===== src/rtl/ofifo_drain_if.sv =====
// ofifo_drain_if: control, ofifo read and psum SRAM write signals of the drain controller
interface ofifo_drain_if #(
    parameter int col     = 8,
    parameter int psum_bw = 16,
    parameter int addr_w  = 11,
    parameter int cnt_w   = 11
);
    logic                     start;
    logic [addr_w-1:0]        base_addr;
    logic [cnt_w-1:0]         num_rows;
    logic                     ofifo_valid;
    logic                     ofifo_rd;
    logic [col*psum_bw-1:0]   ofifo_out;
    logic                     sram_cen;
    logic                     sram_wen;
    logic [addr_w-1:0]        sram_addr;
    logic [col*psum_bw-1:0]   sram_d;
    logic                     busy;
    logic                     done;
    modport master (
        input  start, base_addr, num_rows, ofifo_valid, ofifo_out,
        output ofifo_rd, sram_cen, sram_wen, sram_addr, sram_d, busy, done
    );
    modport slave (
        output start, base_addr, num_rows, ofifo_valid, ofifo_out,
        input  ofifo_rd, sram_cen, sram_wen, sram_addr, sram_d, busy, done
    );
endinterface


===== src/rtl/ofifo_drain.sv =====
// ofifo_drain: pops num_rows rows from the ofifo, one read in flight, and writes them to consecutive SRAM addresses
module ofifo_drain #(
    parameter int col     = 8,
    parameter int psum_bw = 16,
    parameter int addr_w  = 11,
    parameter int cnt_w   = 11,
    parameter int rd_lat  = 2
) (
    input logic          clk,
    input logic          reset,
    ofifo_drain_if.master bus
);
    typedef enum logic [1:0] {IDLE, ISSUE, WAIT, DONE} state_t;
    state_t            state, state_nx;
    logic [addr_w-1:0] wptr;
    logic [cnt_w-1:0]  target, rows_done;
    logic [2:0]        lat_cnt;
    logic              cap;
    assign bus.ofifo_rd = (state == ISSUE) && bus.ofifo_valid;
    assign bus.busy     = state != IDLE;
    assign bus.done     = state == DONE;
    always_comb begin
        state_nx = state;
        cap      = 1'b0;
        case (state)
            IDLE:    if (bus.start) state_nx = (bus.num_rows == '0) ? DONE : ISSUE;
            ISSUE:   if (bus.ofifo_valid) state_nx = WAIT;
            WAIT: begin
                cap      = lat_cnt == 3'd1;
                state_nx = !cap ? WAIT : (rows_done + cnt_w'(1) == target) ? DONE : ISSUE;
            end
            default: state_nx = IDLE;
        endcase
    end
    always_ff @(posedge clk or posedge reset) begin
        if (reset) begin
            state         <= IDLE;
            wptr          <= '0;
            target        <= '0;
            rows_done     <= '0;
            lat_cnt       <= '0;
            bus.sram_cen  <= 1'b1;
            bus.sram_wen  <= 1'b1;
            bus.sram_addr <= '0;
            bus.sram_d    <= '0;
        end else begin
            state        <= state_nx;
            bus.sram_cen <= !cap;
            bus.sram_wen <= !cap;
            if (state == IDLE && bus.start) begin
                wptr      <= bus.base_addr;
                target    <= bus.num_rows;
                rows_done <= '0;
            end
            if (bus.ofifo_rd) lat_cnt <= 3'(rd_lat);
            else if (state == WAIT) lat_cnt <= lat_cnt - 3'd1;
            // capture on the last latency cycle; the strobe appears on the following cycle
            if (cap) begin
                bus.sram_d    <= bus.ofifo_out;
                bus.sram_addr <= wptr;
                wptr          <= wptr + addr_w'(1);
                rows_done     <= rows_done + cnt_w'(1);
            end
        end
    end
endmodule

===== src/flat_wrapper.sv =====
// flat-port wrapper written by rule: the top's interface ports become plain ports
module ofifo_drain_flat 
#(
    parameter int col     = 8,
    parameter int psum_bw = 16,
    parameter int addr_w  = 11,
    parameter int cnt_w   = 11,
    parameter int rd_lat  = 2
)
  (clk, reset, bus_start, bus_base_addr, bus_num_rows, bus_ofifo_valid, bus_ofifo_out, bus_ofifo_rd, bus_sram_cen, bus_sram_wen, bus_sram_addr, bus_sram_d, bus_busy, bus_done);
  ofifo_drain_if #(.col(col), .psum_bw(psum_bw), .addr_w(addr_w), .cnt_w(cnt_w)) bus_i ();
  input logic clk;
  input logic reset;
  input wire logic [$bits(bus_i.start)-1:0] bus_start;
  input wire logic [$bits(bus_i.base_addr)-1:0] bus_base_addr;
  input wire logic [$bits(bus_i.num_rows)-1:0] bus_num_rows;
  input wire logic [$bits(bus_i.ofifo_valid)-1:0] bus_ofifo_valid;
  input wire logic [$bits(bus_i.ofifo_out)-1:0] bus_ofifo_out;
  output wire logic [$bits(bus_i.ofifo_rd)-1:0] bus_ofifo_rd;
  output wire logic [$bits(bus_i.sram_cen)-1:0] bus_sram_cen;
  output wire logic [$bits(bus_i.sram_wen)-1:0] bus_sram_wen;
  output wire logic [$bits(bus_i.sram_addr)-1:0] bus_sram_addr;
  output wire logic [$bits(bus_i.sram_d)-1:0] bus_sram_d;
  output wire logic [$bits(bus_i.busy)-1:0] bus_busy;
  output wire logic [$bits(bus_i.done)-1:0] bus_done;
  assign bus_i.start = bus_start;
  assign bus_i.base_addr = bus_base_addr;
  assign bus_i.num_rows = bus_num_rows;
  assign bus_i.ofifo_valid = bus_ofifo_valid;
  assign bus_i.ofifo_out = bus_ofifo_out;
  assign bus_ofifo_rd = bus_i.ofifo_rd;
  assign bus_sram_cen = bus_i.sram_cen;
  assign bus_sram_wen = bus_i.sram_wen;
  assign bus_sram_addr = bus_i.sram_addr;
  assign bus_sram_d = bus_i.sram_d;
  assign bus_busy = bus_i.busy;
  assign bus_done = bus_i.done;
  ofifo_drain #(.col(col), .psum_bw(psum_bw), .addr_w(addr_w), .cnt_w(cnt_w), .rd_lat(rd_lat)) u_core (.clk(clk), .reset(reset), .bus(bus_i));
endmodule

===== config.mk =====
export PLATFORM = sky130hd
export DESIGN_NAME = ofifo_drain_flat
export DESIGN_NICKNAME = d
export VERILOG_FILES = /design/src/rtl/ofifo_drain_if.sv /design/src/rtl/ofifo_drain.sv /design/src/flat_wrapper.sv
export SDC_FILE = /design/constraint.sdc
export NUM_CORES = 1
export LEC_CHECK = 0
export CAP_MARGIN = 20
export CELL_PAD_IN_SITES_DETAIL_PLACEMENT = 0
export CELL_PAD_IN_SITES_GLOBAL_PLACEMENT = 1
export CORE_ASPECT_RATIO = 1.1
export CORE_UTILIZATION = 31
export DETAILED_ROUTE_END_ITERATION = 12
export GPL_TIMING_DRIVEN = 0
export PLACE_DENSITY = 0.8
export SLEW_MARGIN = 0
export SYNTH_ARGS = -nofsm -noshare
export SYNTH_HDL_FRONTEND = slang
export SYNTH_SLANG_ARGS = --single-unit

===== constraint.sdc =====
create_clock -name clk -period 7.7 [get_ports clk]
set_clock_uncertainty 0.2 [all_clocks]
set_input_delay 0.77 -clock clk [delete_from_list [all_inputs] [get_ports clk]]
set_output_delay 0.77 -clock clk [all_outputs]
set_load 0.1 [all_outputs]

# Word level (Yosys, flattened, before mapping)
# Cells that the tools add are included.
dict set report word_totals {
  register_bits 178
  word_cells 40
}
dict set report op_classes {
  reduce_logical 9
  n_addsub 3
  eq_ne 7
  mux 13
}
# op n
set op_table {}
lappend op_table {{11-bit 2-to-1 mux} 4}
lappend op_table {{11-bit by 1-bit adder with 11-bit output, second input constant} 2}
lappend op_table {{11-bit equality test} 1}
lappend op_table {{11-bit logical NOT} 1}
lappend op_table {{2-bit 2-to-1 mux} 5}
lappend op_table {{3-bit 2-to-1 mux} 2}
lappend op_table {{2-bit case mux with 3 select lines} 1}
lappend op_table {{2-bit nonzero test} 3}
lappend op_table {{2-bit equality test, second input constant} 2}
lappend op_table {{2-bit inequality test, second input constant} 2}
lappend op_table {{3-bit by 1-bit equality test with 1-bit output, second input constant} 1}
lappend op_table {{3-bit by 1-bit subtractor with 3-bit output, second input constant} 1}
lappend op_table {{2-bit by 1-bit equality test with 1-bit output, second input constant} 1}
lappend op_table {{1-bit logical AND} 2}
lappend op_table {{2-bit logical NOT} 1}
lappend op_table {{2-bit AND reduction} 1}
lappend op_table {{1-bit logical NOT} 1}
lappend op_table {{1-bit 2-to-1 mux} 1}

# Longest topological paths before layout
# Gate-level depths: netlist (run 1).
dict set report depth {
  ltp_word 5
  depth_mapped 9
}

# Worst setup path after synthesis (run 1)
# Ideal clock, no wire load.
dict set report synth_timing {
  path_type {input to output}
  start {input port bus_ofifo_valid}
  end {output port bus_ofifo_rd}
  n_path_buf 0
  stages 2
  arrival_ns 2.111
  slack_ns 4.619
  cell_sequence {nand2_1 > nor2_1}
}
dict set report synth_between {
  elab_chain_cells 1
}
# element line
set synth_lines {}
lappend synth_lines {{start, declared} flat_wrapper.sv:17} ;# input wire logic [$bits(bus_i.ofifo_valid)-1:0] bus_ofifo_valid;
lappend synth_lines {{1-bit logical AND} ofifo_drain.sv:19} ;# assign bus.ofifo_rd = (state == ISSUE) && bus.ofifo_valid;
lappend synth_lines {{end, declared} flat_wrapper.sv:19} ;# output wire logic [$bits(bus_i.ofifo_rd)-1:0] bus_ofifo_rd;
# Every way passes these cells.

# Worst setup path after layout (run 1)
# Ends and elaborated chain as after synthesis.

==> results of run 1 <==
[cell usage after synthesis (2+ instances only)]
cell | number | area, sq um
sky130_fd_sc_hd__nand2_1 | 475 | 1783
sky130_fd_sc_hd__dfrtp_1 | 177 | 4429
sky130_fd_sc_hd__clkbuf_1 | 38 | 142.6
sky130_fd_sc_hd__nor2_1 | 27 | 101.4
sky130_fd_sc_hd__o21ai_0 | 19 | 95.09
sky130_fd_sc_hd__a21oi_1 | 13 | 65.06
sky130_fd_sc_hd__nand3_1 | 11 | 55.05
sky130_fd_sc_hd__inv_1 | 10 | 37.54
sky130_fd_sc_hd__xnor2_1 | 8 | 70.07
sky130_fd_sc_hd__buf_6 | 5 | 56.30
sky130_fd_sc_hd__nor3_1 | 5 | 25.02
sky130_fd_sc_hd__o31ai_1 | 5 | 37.54
sky130_fd_sc_hd__ha_1 | 4 | 50.05
sky130_fd_sc_hd__nand4_1 | 4 | 25.02
sky130_fd_sc_hd__buf_1 | 3 | 11.26
sky130_fd_sc_hd__nor4_1 | 3 | 18.77
sky130_fd_sc_hd__o221a_2 | 3 | 33.78
sky130_fd_sc_hd__o221ai_1 | 3 | 26.28
sky130_fd_sc_hd__a211oi_1 | 2 | 15.01
sky130_fd_sc_hd__a221o_1 | 2 | 20.02
sky130_fd_sc_hd__a311o_1 | 2 | 20.02
sky130_fd_sc_hd__a311oi_1 | 2 | 17.52
sky130_fd_sc_hd__a31oi_1 | 2 | 12.51
sky130_fd_sc_hd__and2_1 | 2 | 12.51
sky130_fd_sc_hd__and3_2 | 2 | 15.01
sky130_fd_sc_hd__buf_2 | 2 | 10.01
sky130_fd_sc_hd__nor2b_1 | 2 | 12.51
sky130_fd_sc_hd__o22ai_1 | 2 | 12.51
sky130_fd_sc_hd__or3_1 | 2 | 12.51
sky130_fd_sc_hd__xor2_1 | 2 | 17.52
[how the worst max path moves through the flow]
stage	start	end	slack [ns]	depth (start not counted)
floorplan	reset	u_core.bus.sram_addr[0]	1.90	1
global placement	reset	u_core.bus.sram_d[11]	-0.96	2
detailed placement	bus_ofifo_valid	bus_ofifo_rd	4.09	4
CTS	bus_ofifo_valid	bus_ofifo_rd	4.08	4
global route	bus_ofifo_valid	bus_ofifo_rd	4.03	4
finish	bus_ofifo_valid	bus_ofifo_rd	4.09	4
[cell usage in the layout, fill, tap and decap left out, types with 2 or more instances in the layout]
cell type and count:
sky130_fd_sc_hd__clkinv_4 2, sky130_fd_sc_hd__o31ai_1 5, sky130_fd_sc_hd__ha_1 4, sky130_fd_sc_hd__and3_2 2
sky130_fd_sc_hd__nand2_1 475, sky130_fd_sc_hd__nand3_1 11, sky130_fd_sc_hd__a211oi_1 2, sky130_fd_sc_hd__o221a_2 3
sky130_fd_sc_hd__buf_6 5, sky130_fd_sc_hd__clkbuf_1 39, sky130_fd_sc_hd__inv_1 9, sky130_fd_sc_hd__a311o_1 2
sky130_fd_sc_hd__a21oi_1 13, sky130_fd_sc_hd__o22ai_1 2, sky130_fd_sc_hd__clkbuf_16 17, sky130_fd_sc_hd__or3_1 2
sky130_fd_sc_hd__diode_2 2, sky130_fd_sc_hd__buf_2 2, sky130_fd_sc_hd__buf_1 3, sky130_fd_sc_hd__nand4_1 4
sky130_fd_sc_hd__nor3_1 5, sky130_fd_sc_hd__a311oi_1 2, sky130_fd_sc_hd__inv_6 2, sky130_fd_sc_hd__and2_1 2
sky130_fd_sc_hd__clkdlybuf4s50_1 297, sky130_fd_sc_hd__xor2_1 2, sky130_fd_sc_hd__a221o_1 2, sky130_fd_sc_hd__nor2_1 27
sky130_fd_sc_hd__o221ai_1 3, sky130_fd_sc_hd__o21ai_0 19, sky130_fd_sc_hd__clkinvlp_4 5, sky130_fd_sc_hd__inv_8 4
sky130_fd_sc_hd__xnor2_1 8, sky130_fd_sc_hd__a31oi_1 2, sky130_fd_sc_hd__nor4_1 3, sky130_fd_sc_hd__dfrtp_1 177
sky130_fd_sc_hd__nor2b_1 2
[state kept, by name (all words and copies together), names as in the netlist]
name,count
u_core.lat_cnt,3
u_core.bus.sram_d,128
u_core.bus.sram_addr,11
u_core.wptr,11
u_core.bus.sram_cen,1
u_core.rows_done,11
u_core.target,11
u_core.state,2
[area by class of cell]
class	instances	share of cell area [%]
Sequential cell	178	39.05
Multi-Input combinational cell	619	23.89
Buffer	49	1.996
Clock buffer	19	3.882
Timing Repair Buffer	298	26.29
Antenna cell	2	0.04386
Clock inverter	13	1.075
Tap cell	305	3.344
Inverter	11	0.4276
[logic make-up after synthesis]
| family | after synthesis | synth area share (%) |
|---|---|---|
| buffers and inverters | 60 | 3.610 |
| and+or+nand+nor | 540 | 28.68 |
| AOI/OAI and AO/OA | 62 | 5.592 |
| adders and majority gates | 5 | 0.8061 |
| xor gates and xnor gates | 10 | 1.176 |
| DFF | 178 | 59.80 |
| muxes | 2 | 0.3358 |
[worst max-delay path: stages]
cell and delay [ns]:
sky130_fd_sc_hd__clkdlybuf4s50_1 0.50, sky130_fd_sc_hd__nand2_1 0.12, sky130_fd_sc_hd__nor2_1 0.11, sky130_fd_sc_hd__clkdlybuf4s50_1 1.14
[per-stage QoR]
stage	std cells	hold slack [ns]	utilization, %	setup slack [ns]
finish	1494	0.2731	48.31	4.093
detailed placement	1460	0.2611	45.89	4.093
global placement	1459	0.2562	45.74	-0.9564
global route	1492	0.2955	48.28	4.031
CTS	1492	0.2779	48.28	4.081
floorplan	857	0.2547	-	1.901
[layer usage]
layer | vias to the layer above | wire length (um) | global-route usage [%]
li1 | 3353 | - | -
met1 | 3107 | 9638 | 23.94
met2 | 192 | 10890 | 29.21
met3 | 16 | 1486 | 4.337
met4 | 0 | 276 | 5.096
met5 | - | 0 | 0
==> flow_summary.yaml, run 1 <==
min_path:
  whs_endpoint: "u_core.bus.sram_d[52]"
  worstHoldPathCells: 2
  hp-class: "reg2reg"
  holdCritStartpoint: "u_core.bus.sram_d[52]"
timing:
  timing.max_slew.rel_slack_pct: 28.34
  timing.final.max_slew_violations: 0
  fmax_ghz: 0.2773
  final_count_of_negative_setup_slack_endpoints: 0
  grt_setup_unrepaired: "false"
  finalHoldViolCount: 0
  shortest_clock_period_the_worst_path_allows_after_layout_ns: 3.607
  worst-slew-pin-transition_ns: 1.072
  timing.final.crit_share_pct: 46.84
  tns_ns: 0
yosys:
  synth_cell_type_count: 50
  netlist_instances: 857
  syn-cell-area_sq_mm: 0.007451
  post_synth.cell_area_avg_sq_um: 8.694
  synth_enable_flop_cells: 0
  yosysWarnings: 0
  postSynth.topFlopCell: "sky130_fd_sc_hd__dfrtp_1"
  ys_ff_latch: 178
  ys_seq_area_share_pct: 59.80
  share_of_flip_flops_with_an_asynchronous_set_or_reset_after_synthesis_pct: 100.0
  mappedNetlistNets: 1015
grt:
  grt_start_max_net_pins: 112
  grt_antenna_before_repair: 2
  grt_first_pass_wirelength_um: 34380
  grt_usage_pct: 18.03
  grt_overflow_total: 0
  via_count_of_the_first_global_routing_pass: 6255
layout:
  fin_nets: 1332
  layout.filler_cells: 2348
  final_design_area_no_fill_sq_mm: 0.01141
  areaGrowthSynthToFinish_pct: 53.15
  post_route_cells_drive_above_1_share_pct: 4.297
  multiInputGateArea_sq_mm: 0.002726
  register_area_sq_mm: 0.004456
setup_path:
  worstPathArrival_ns: 2.64
  crit_type: "in2out"
  rrSetupSlack_ns: 4.89
  critPathRequiredTime_ns: 6.73
  end_kind: "output port"
  timing.critical_path.from_type: "input pin"
  r2r_cells: 8
  critPathMaxFanout: 4
  reg2reg_to: "u_core.bus.sram_d[72]"
  regToRegStartpoint: "u_core.lat_cnt[1]"
clock_network:
  h_tree_depth: 4
  worst_setup_hold_path_clk_slew_ns: 0.07
  hold_buffers: 0
  post_cts.repair.setup_buffers: 0
  total_clock_buffers_created_by_cts: 17
  cts_resized: 0
  clockBufferDepth: 2
  clock_sinks: 178
  clock_latency_of_the_later_clocked_register_in_the_worst_skew_pair_ns: 0.43
  cts_root_buf: "sky130_fd_sc_hd__clkbuf_16"
  cts_tree: "yes"
floorplan:
  fp.dieW_um: 149.8
  die_height_um: 164.6
  rows: 59
  io_pins: 298
  initial_utilization_pct: 31.54
  core_sq_mm: 0.02362
  die_area_sq_mm: 0.02466
drt:
  remaining_routing_drc_violations: 0
  dr_pass1_iterations: 4
  vias: 6668
  starting_drc_count_in_detailed_routing: 339
  final_antenna_net_count: 0
  avgViaCountPerCell: 4.463
  detail_route.wl_per_cell_um: 14.92
  drt-total-wl_um: 22300
placed_design:
  detailed_place.area_sq_mm: 0.01084
  dp_hpwl_um: 16250
  place_congestion: 0.7717
  port_buffers: 297
status:
  outcome: "finished clean"
job:
  maxCapViolCount: 0
Power of run 1 is left out: the tool's default activity adds up to more than one toggle a clock period on the data nets, which glitch-free logic cannot reach.
==> run 2: changes to the inputs <==
- CORE_UTILIZATION: 31 -> 28
- PLACE_DENSITY: 0.8 -> 0.76
- clock period: 7.7 -> 3.14 ns (I/O delays scaled with it)
==> flow_summary.yaml, run 2 (same netlist as run 1, synthesis figures left out) <==
layout:
  largest_register_ff_count: 128
  mostFrequentLayoutCells: "475 x sky130_fd_sc_hd__nand2_1, 296 x sky130_fd_sc_hd__clkdlybuf4s50_1, 177 x sky130_fd_sc_hd__dfrtp_1"
  fin_nets: 1336
  final_design_area_no_fill_sq_mm: 0.01155
  post_route_cells_drive_above_1_share_pct: 4.618
  areaGrowthSynthToFinish_pct: 55.03
  max_flop_register: "u_core.bus.sram_d"
  finish.cell_count_without_fillers: 1544
  most_common_library_cell_in_the_layout_ignoring_fill_and_taps: "sky130_fd_sc_hd__nand2_1"
placed_design:
  place.detailed.instances: 1511
  place_congestion: 0.7466
  dp_hpwl_um: 17020
  port_buffers: 297
  detailed_place.area_sq_mm: 0.01097
drt:
  avgViaCountPerCell: 4.319
  remaining_routing_drc_violations: 0
  final_antenna_net_count: 0
  starting_drc_count_in_detailed_routing: 370
  drt-total-wl_um: 22740
  detail_route.wl_per_cell_um: 14.72
  vias: 6668
  dr_pass1_iterations: 4
status:
  outcome: "finished clean"
grt:
  grt_antenna_before_repair: 2
  via_count_of_the_first_global_routing_pass: 6577
  grt_start_max_net_pins: 38
  grt_overflow_total: 0
  grt_first_pass_wirelength_um: 36320
  grt_usage_pct: 17.22
timing:
  hold_slack_ns: 0.1239
  grt_setup_unrepaired: "false"
  timing.max_slew.rel_slack_pct: 30.05
  shortest_clock_period_the_worst_path_allows_after_layout_ns: 2.985
  timing.final.crit_share_pct: 95.08
  final_count_of_negative_setup_slack_endpoints: 0
  fmax_ghz: 0.3350
  worst-slew-pin-transition_ns: 1.046
  finalHoldViolCount: 0
  timing.final.max_slew_violations: 0
setup_path:
  critPathMaxFanout: 10
  end_kind: "output port"
  crit_type: "reg2out"
  critPathRequiredTime_ns: 2.63
  timing.critical_path.from_type: "flop"
  worstPathArrival_ns: 2.47
job:
  maxCapViolCount: 0
clock_network:
  clockBufferDepth: 2
  worst_setup_hold_path_clk_slew_ns: 0.07
  total_clock_buffers_created_by_cts: 17
  clock_latency_of_the_later_clocked_register_in_the_worst_skew_pair_ns: 0.42
  h_tree_depth: 4
  cts_root_buf: "sky130_fd_sc_hd__clkbuf_16"
  clock_sinks: 178
  cts_tree: "yes"
  post_cts.repair.setup_buffers: 0
floorplan:
  die_height_um: 173.1
  rows: 62
  io_pins: 298
  core_sq_mm: 0.02614
  initial_utilization_pct: 28.50
  fp.dieW_um: 157.5
  die_area_sq_mm: 0.02727
min_path:
  hp-class: "in2async"
-- run 2: cell types whose count changed in the layout (fill, tap and decap cells not counted), sizes merged --
cell and change:
diode -1, clkinvlp -3, buf +4, clkdlybuf4s50 -1, bufinv +1, dlymetal6s2s +1, inv +1, clkbuf -1
clkinv +2
-- run 2: worst max-delay path: stages, from the launching register on --
cell                              delay, ns
sky130_fd_sc_hd__dfrtp_1               0.38
sky130_fd_sc_hd__clkbuf_1              0.34
sky130_fd_sc_hd__and2_1                0.19
sky130_fd_sc_hd__clkdlybuf4s50_1       1.14
-- run 2: per-layer routing --
layer  wire length [um]  share of wire [%]  global-route usage (%)  vias to the layer above
li1                   -                  -                       -                     3359
met1               9881                 43                   21.79                     3120
met4                324                1.4                   4.693                        2
met5                 12              0.053                       0                        -
met2              11120                 49                   28.80                      168
met3               1394                6.1                   4.486                       19
-- run 2: repair_timing --
item                       4_1_cts  5_1_grt
gates resized for setup          0        1
hold buffers                     0        0
setup endpoints to repair        0        1
-- run 2: path summary, 6_finish.rpt --
path / start / endpoint / slack (ns) / cells after the start
worst max-delay path: u_core.state[1] / bus_done / 0.15 / 3
worst min-delay path: reset / u_core.bus.sram_d[80] / 0.12 / 2
worst max register to register: u_core.lat_cnt[1] / u_core.bus.sram_d[47] / 0.42 / 8
worst min register to register: u_core.bus.sram_d[107] / u_core.bus.sram_d[107] / 0.27 / 2
max in group asynchronous: reset / u_core.wptr[1] / 1.55 / 5
min in group clk: bus_ofifo_out[53] / u_core.bus.sram_d[53] / 0.21 / 3
-- run 2: final cells by class --
type	count	area, sq um
Fill cell	2605	14590
Sequential cell	178	4456
Timing Repair Buffer	302	3075
Multi-Input combinational cell	619	2726
Tap cell	352	440.4
Clock buffer	18	429.2
Buffer	49	227.7
Clock inverter	14	148.9
Inverter	11	45.04
Antenna cell	1	2.502
-- run 2: metrics by stage --
stage | util (%) | setup TNS (ns) | worst slack [ns]
after floorplan | - | 0 | 0.3462
after global placement | 41.57 | -244.24 | -1.401
after detailed placement | 41.95 | 0 | 0.2586
after CTS | 44.17 | 0 | 0.1491
after global routing | 44.18 | 0 | 0.04401
final | 44.18 | 0 | 0.1545
Power of run 2 is left out for the same reason.
